### src/rtl/sensor_tx_scheduler.sv
// Round-robin scheduler that shares one UART transmitter between 8 sensor controllers.
// Optional byte timeout is compiled in when SENSOR_TX_TIMEOUT_EN is defined.
module sensor_tx_scheduler #(
  parameter int TIMEOUT_CYCLES = 100000
) (
  input  logic         clk,
  input  logic         rst,
  input  logic [7:0]   sensor_ready,
  input  logic [127:0] sensor_bus,
  input  logic         tx_done,
  output logic [7:0]   data_used,
  output logic [7:0]   tx_data,
  output logic         tx_start,
  output logic [2:0]   grant_id,
  output logic         busy,
  output logic         timeout_err
);

  typedef enum logic [2:0] {
    S_IDLE,
    S_SEND_HI,
    S_WAIT_HI,
    S_SEND_LO,
    S_WAIT_LO
  } state_e;

  if (TIMEOUT_CYCLES < 2 || TIMEOUT_CYCLES >= (1 << 17)) begin : g_bad_timeout
    $error("TIMEOUT_CYCLES must be in [2, 2^17)");
  end

  state_e      state_q, state_d;
  logic [2:0]  ptr_q, ptr_d;
  logic [15:0] word_q, word_d;
  logic [2:0]  grant_q, grant_d;
  logic [7:0]  data_used_q, data_used_d;
  logic [7:0]  tx_data_q, tx_data_d;
  logic        tx_start_q, tx_start_d;
  logic        in_wait;
  logic        timeout_hit;

  // Cyclic priority scan: walk offsets high to low so the smallest offset from ptr wins.
  logic [2:0]  pick;
  logic        pick_vld;

  always_comb begin
    pick     = ptr_q;
    pick_vld = 1'b0;
    for (int i = 7; i >= 0; i--) begin
      if (sensor_ready[ptr_q + 3'(i)]) begin
        pick     = ptr_q + 3'(i);
        pick_vld = 1'b1;
      end
    end
  end

  assign in_wait = (state_q == S_WAIT_HI) || (state_q == S_WAIT_LO);

`ifdef SENSOR_TX_TIMEOUT_EN
  logic [16:0] cnt_q, cnt_d;
  logic        cnt_last;
  logic        timeout_err_q;

  assign cnt_last    = (cnt_q == 17'(TIMEOUT_CYCLES - 1));
  // tx_done on the terminal-count cycle takes priority over the abort.
  assign timeout_hit = in_wait && !tx_done && cnt_last;

  always_comb begin
    cnt_d = cnt_q;
    if (state_q == S_SEND_HI || state_q == S_SEND_LO) begin
      cnt_d = '0;
    end else if (in_wait && !tx_done && !cnt_last) begin
      cnt_d = cnt_q + 17'd1;
    end
  end

  always_ff @(posedge clk) begin
    if (rst) begin
      cnt_q         <= '0;
      timeout_err_q <= 1'b0;
    end else begin
      cnt_q         <= cnt_d;
      timeout_err_q <= timeout_hit;
    end
  end

  assign timeout_err = timeout_err_q;
`else
  assign timeout_hit = 1'b0;
  assign timeout_err = 1'b0;
`endif

  // NOTE: every variable gets a default before the case so no path leaves it unassigned (no latch).
  always_comb begin
    state_d     = state_q;
    ptr_d       = ptr_q;
    word_d      = word_q;
    grant_d     = grant_q;
    tx_data_d   = tx_data_q;
    data_used_d = 8'h00;
    tx_start_d  = 1'b0;

    unique case (state_q)
      S_IDLE: begin
        if (pick_vld) begin
          word_d      = sensor_bus[{pick, 4'b0000} +: 16];
          grant_d     = pick;
          data_used_d = 8'h01 << pick;
          state_d     = S_SEND_HI;
        end
      end
      S_SEND_HI: begin
        tx_data_d  = word_q[15:8];
        tx_start_d = 1'b1;
        state_d    = S_WAIT_HI;
      end
      S_WAIT_HI: begin
        if (tx_done) begin
          state_d = S_SEND_LO;
        end else if (timeout_hit) begin
          word_d  = '0;
          ptr_d   = grant_q + 3'd1;
          state_d = S_IDLE;
        end
      end
      S_SEND_LO: begin
        tx_data_d  = word_q[7:0];
        tx_start_d = 1'b1;
        state_d    = S_WAIT_LO;
      end
      S_WAIT_LO: begin
        if (tx_done) begin
          ptr_d   = grant_q + 3'd1;
          state_d = S_IDLE;
        end else if (timeout_hit) begin
          word_d  = '0;
          ptr_d   = grant_q + 3'd1;
          state_d = S_IDLE;
        end
      end
      default: state_d = S_IDLE;
    endcase
  end

  // NOTE: registers use non-blocking assignments so all of them update from pre-edge values.
  always_ff @(posedge clk) begin
    if (rst) begin
      state_q     <= S_IDLE;
      ptr_q       <= 3'd0;
      word_q      <= 16'h0000;
      grant_q     <= 3'd0;
      data_used_q <= 8'h00;
      tx_data_q   <= 8'h00;
      tx_start_q  <= 1'b0;
    end else begin
      state_q     <= state_d;
      ptr_q       <= ptr_d;
      word_q      <= word_d;
      grant_q     <= grant_d;
      data_used_q <= data_used_d;
      tx_data_q   <= tx_data_d;
      tx_start_q  <= tx_start_d;
    end
  end

  assign data_used = data_used_q;
  assign tx_data   = tx_data_q;
  assign tx_start  = tx_start_q;
  assign grant_id  = grant_q;
  assign busy      = (state_q != S_IDLE);

endmodule

### config.mk
export PLATFORM = sky130hd
export DESIGN_NAME = sensor_tx_scheduler
export DESIGN_NICKNAME = d
export VERILOG_FILES = /design/src/rtl/sensor_tx_scheduler.sv
export SDC_FILE = /design/constraint.sdc
export NUM_CORES = 1
export LEC_CHECK = 0
export BUFFER_PORTS_ARGS = -buffer_cell sky130_fd_sc_hd__buf_4
export CAP_MARGIN = 40
export CORE_MARGIN = 2
export CORE_UTILIZATION = 39
export DETAILED_ROUTE_END_ITERATION = 8
export PLACE_DENSITY = 0.67
export SYNTH_ARGS = -nofsm -noshare
export SYNTH_HDL_FRONTEND = slang
export SYNTH_SLANG_ARGS = --single-unit
### constraint.sdc
create_clock -name clk -period 5 [get_ports clk]
set_clock_uncertainty 0.05 [all_clocks]
set_input_delay 0.25 -clock clk [delete_from_list [all_inputs] [get_ports clk]]
set_output_delay 0.25 -clock clk [all_outputs]
set_load 0.05 [all_outputs]
---- Yosys cells after proc, flatten, opt, wreduce, memory -nomap -nowiden ----
Cells that the tools add are included.
operators by class
  add/sub/neg operators ................... 8
  order comparisons ....................... 8
  equal/unequal tests ..................... 7
  shift operators ......................... 2
  mux-type cells .......................... 38
  bitwise logic cells ..................... 2
  reduce and logical (&&, ||, !) cells .... 8
operators by type and width
  operator               number
  $shiftx A128 B8 Y16    1
  $mux W3                11
  $lt A3 B4 Y1 const B   8
  $bmux W1 S3            8
  $mux W1                17
  $pmux W8 S2            1
  $pmux W3 S5            1
  $add A3 B3 Y3 const B  4
  $shl A1 B3 Y8 const A  1
  $add A3 B1 Y3 const B  2
  $add A3 B2 Y3 const B  2
  $eq A3 B2 Y1 const B   2
  $ne A2 B2 Y1 const B   3
  $reduce_and A2 Y1      2
  $eq A3 B1 Y1 const B   1
  $eq A3 B3 Y1 const B   1
  $logic_not A3 Y1       1
  $reduce_and A3 Y1      1
  $reduce_bool A3 Y1     1
  $reduce_or A3 Y1       1
  $not A1 Y1             2
  $reduce_bool A2 Y1     1
  $reduce_or A2 Y1       1
word-level totals
  register bits after elaboration ......... 42
  input port bits ......................... 139
  output and inout port bits .............. 22
  logic and storage cells ................. 80

---- Longest topological paths before layout ----
  depth after elaboration ................. 13
  depth in mapped cells ................... 16
  gate-level depth less buffers ........... 10

---- Worst setup path after synthesis ----
OpenSTA, ideal clock, no wires.
  kind .................................... reg-to-reg
  start point ............................. register ptr_q[1]
  end point ............................... register word_q[10]
  library setup time ...................... 120 ps
  arrival time ............................ 3714 ps
  required time ........................... 4830 ps
  setup slack ............................. 1117 ps
  stages on the path, launching flop included .. 15
  path buffers ............................ 5
  period minus slack after synthesis ...... 3883 ps
  cell sequence ........................... dfxtp_1 buf_2 buf_1 inv_1 ha_1 buf_2 xor2_1 mux4_2 mux2i_1 nor3b_1 a32o_1 buf_4 clkbuf_1 a311oi_1 o31a_1
between the ends
  cells in the longest elaborated chain, start to end .. 12
  elaborated cells on any way between the ends .. 41
  those cells by class .................... add/sub (7); shift (1); mux (32); reduce/logical (1)
ends and longest elaborated chain
  item                                                             RTL line  source
  start: declaration                                               32        logic [2:0] ptr_q, ptr_d;
  start signal: assignment                                         156       ptr_q <= ptr_d;
  $add A3 B3 Y3                                                    49, 50
  $bmux W1 S3                                                      49        if (sensor_ready[ptr_q + 3'(i)]) begin
  $mux W1 (not written as such)                                    49
  $mux W3 / $mux W1 (equally long branches) (8 in series)          49
  $shiftx A128 B8 Y16 / $reduce_and A2 Y1 (equally long branches)  -
  end signal: assignment                                           157       word_q <= word_d;
  end: declaration                                                 33        logic [15:0] word_q, word_d;
Parallel ways exist; a longest one is shown, timed or not. The select of a mux whose other input is x is not followed.
A chain may end at the register's enable or synchronous reset.

---- Worst setup path after layout ----
  start point ............................. register ptr_q[1]
  end point ............................... register word_q[8]
Same word-level chain as after synthesis.

==> flow_metrics.py <==
metrics = {
    "outcome": {
        "status": "finished, final reports clean",
    },
    "routing": {
        "drt_iter0_drc": 383,
        "detail-route-antenna-nets": 0,
        "wl_per_cell_um": 19.4,
        "via_per_inst": 6.11,
        "vias": 4341,
        "drt_pass1_iterations": 5,
        "drc": 0,
        "wl_um": 13800,
    },
    "cts": {
        "cts_post_setup_buffers_inserted": 0,
        "cts_tree": "built",
        "cts_hold_buf": 0,
        "cts_max_level": 2,
        "cts_sinks": 42,
        "cts_buffers": 5,
        "clock_path_buffers": 2,
        "cts_resized": 0,
        "worstSkewPairLatency_ns": 0.30,
        "cts_root_buf": "clkbuf_8",
        "clkTransAtPathRegs_ns": 0.09,
    },
    "layout": {
        "diodes": 0,
        "utilization": 0.550,
        "area_growth_pct": 36.9,
        "drive_above_1_share": 0.347,
        "register_area_um2": 841,
        "multiInputGateArea_um2": 2610,
        "fill_cells": 890,
        "nets": 740,
        "final_cells": 710,
    },
    "worst_setup_path": {
        "reg2reg_from": "ptr_q[1]$_SDFFE_PP0P_",
        "critPathArrivalTime_ns": 4.80,
        "cp-start-kind": "flop",
        "reg2reg_slack_ns": 0.41,
        "end_kind": "flop",
        "r2r_cells": 11,
        "cp.required_ns": 5.20,
        "r2r_end": "word_q[8]$_SDFFE_PP0P_",
        "critical_path_class": "reg -> reg",
        "setup.worst_path.end": "word_q[8]$_SDFFE_PP0P_",
        "critPathMaxFanout": 22,
        "startpoint": "ptr_q[1]$_SDFFE_PP0P_",
    },
    "yosys": {
        "synthArstFlopShare": 0,
        "yosys.cell_types.count": 46,
        "yosysSeqAreaShare": 0.228,
        "synth_area_um2": 3690,
        "yosysWarnings": 0,
        "synth_top_cells_by_area": "dfxtp_1, o31a_1, a211oi_1",
        "synth_edf_count": 0,
        "synth_nets": 608,
        "syn_inst": 466,
        "synth-seq-cells": 42,
        "avgSynthCellArea_um2": 7.92,
        "yosys.cell_count.top_type": "nand2_1",
        "synth_top_cell_by_area": "dfxtp_1",
        "yosys-top-cells-count": "nand2_1, nor2_1, o31a_1",
        "synth_flop_cell": "dfxtp_1",
        "yosys.area.top_type_share": 0.228,
    },
    "floorplan": {
        "start_util": 0.401,
        "io_pins": 161,
        "die_area_um2": 10300,
        "dieWidth_um": 101,
        "fp.dieH_um": 101,
        "rows": 35,
        "coreArea_um2": 9200,
    },
    "sta": {
        "setup_viol": 0,
        "timing.final.max_slew_violations": 0,
        "worst_pin_slew_ns": 0.803,
        "tns_ns": 0,
        "post-route-period-util": 0.919,
        "hold_violations": 0,
        "max_slew_margin": 0.465,
        "hold_ws_ns": 0.229,
        "rsz0062_at_grt": "no",
        "min_period_ns": 4.59,
        "clock.fmax_ghz": 0.218,
    },
    "place": {
        "port_buffers": 159,
        "dp_cells": 702,
        "routabilityCongestion": 0.924,
        "hpwl_um": 10600,
    },
    "power_and_ir_drop": {
        "vdd_drop_max_v": 0.000140,
        "power_density_nw_per_um2": 253,
        "power.leakage_nw": 2.12,
    },
    "global_route": {
        "overflow": 0,
        "grt_max_degree": 44,
        "grt_pass1_wl_um": 21400,
        "first_global_vias": 4208,
        "antenna_found_initial": 0,
        "grtUsageTotal": 0.264,
    },
    "job": {
        "drv_cap": 0,
    },
    "worst_hold_path": {
        "hold_path.class": "in -> reg",
        "min_from": "tx_done",
    },
}
==> worst max-delay path: stages, from the launching register on <==
cell and delay, ns:
dfxtp_1 0.60, inv_1 0.21, ha_1 0.34, xor2_1 0.44
mux4_2 0.56, mux2i_1 0.40, nor3b_1 0.32, a32o_2 0.58
buf_4 0.26, a211oi_1 0.06, a311oi_1 0.52, o31a_1 0.20
==> cell families after synthesis <==
kind of cell | synth area share
AOI/OAI and AO/OA | 0.340
other | 0.00102
adders and majority gates | 0.0102
DFF | 0.228
xor gates and xnor gates | 0.0119
muxes | 0.149
and+or+nand+nor | 0.191
buffers and inverters | 0.0691
==> final cells by class <==
| class | count | area share |
|---|---|---|
| timing repair buffer | 175 | 0.267 |
| inverter | 6 | 0.00446 |
| clock buffer | 5 | 0.0136 |
| tap | 111 | 0.0275 |
| clock inverter | 3 | 0.00470 |
| sequential | 42 | 0.166 |
| multi-input combinational | 368 | 0.516 |
==> routing by layer <==
metal / part of all wire / global-route usage
met1: 0.45 / 0.383
met2: 0.44 / 0.409
met3: 0.081 / 0.0248
met4: 0.030 / 0.0915
met5: 0 / 0
==> how the worst min path moves through the flow <==
stage	cells after the start	slack [ns]	endpoint
after global placement	2	0.43	grant_id[1]$_SDFFE_PP0P_
final	3	0.23	state_q[0]$_SDFFE_PP0P_
after floorplan	2	0.42	state_q[0]$_SDFFE_PP0P_
after CTS	3	0.24	state_q[0]$_SDFFE_PP0P_
after detailed placement	2	0.44	grant_id[1]$_SDFFE_PP0P_
after global routing	3	0.25	state_q[0]$_SDFFE_PP0P_
==> power breakdown <==
group,internal (mW),switching [mW]
combinational,0.259,0.352
clock,0.100,0.135
sequential,0.386,0.0448
==> placed cells by master, fill, tap and decap left out, drive strengths merged, types with 3 or more instances in the layout <==
| cell type | count |
|---|---|
| a211oi | 44 |
| a21oi | 8 |
| a311oi | 32 |
| a32oi | 3 |
| buf | 175 |
| clkbuf | 5 |
| dfxtp | 42 |
| ha | 3 |
| inv | 6 |
| mux2 | 5 |
| mux2i | 20 |
| mux4 | 13 |
| nand2 | 77 |
| nand3 | 6 |
| nor2 | 63 |
| nor2b | 3 |
| nor3 | 5 |
| o21ai | 5 |
| o31a | 48 |
| or3 | 6 |
| xor2 | 3 |
==> flip-flops by register name, summed over array words and instances, names as in the netlist <==
register   cells
data_used      8
grant_id       3
ptr_q          3
state_q        3
tx_data        8
tx_start       1
word_q        16
==> stage by stage <==
stage	setup slack, ns	instance area [um^2]	total power, mW
after floorplan	1.12	3690	0.818
after global placement	0.551	4920	1.03
after detailed placement	0.551	4960	1.04
after CTS	0.534	5050	1.27
after global routing	0.125	5050	1.35
final	0.406	5050	1.28
Note: power is estimated with default switching activity, not from simulation.
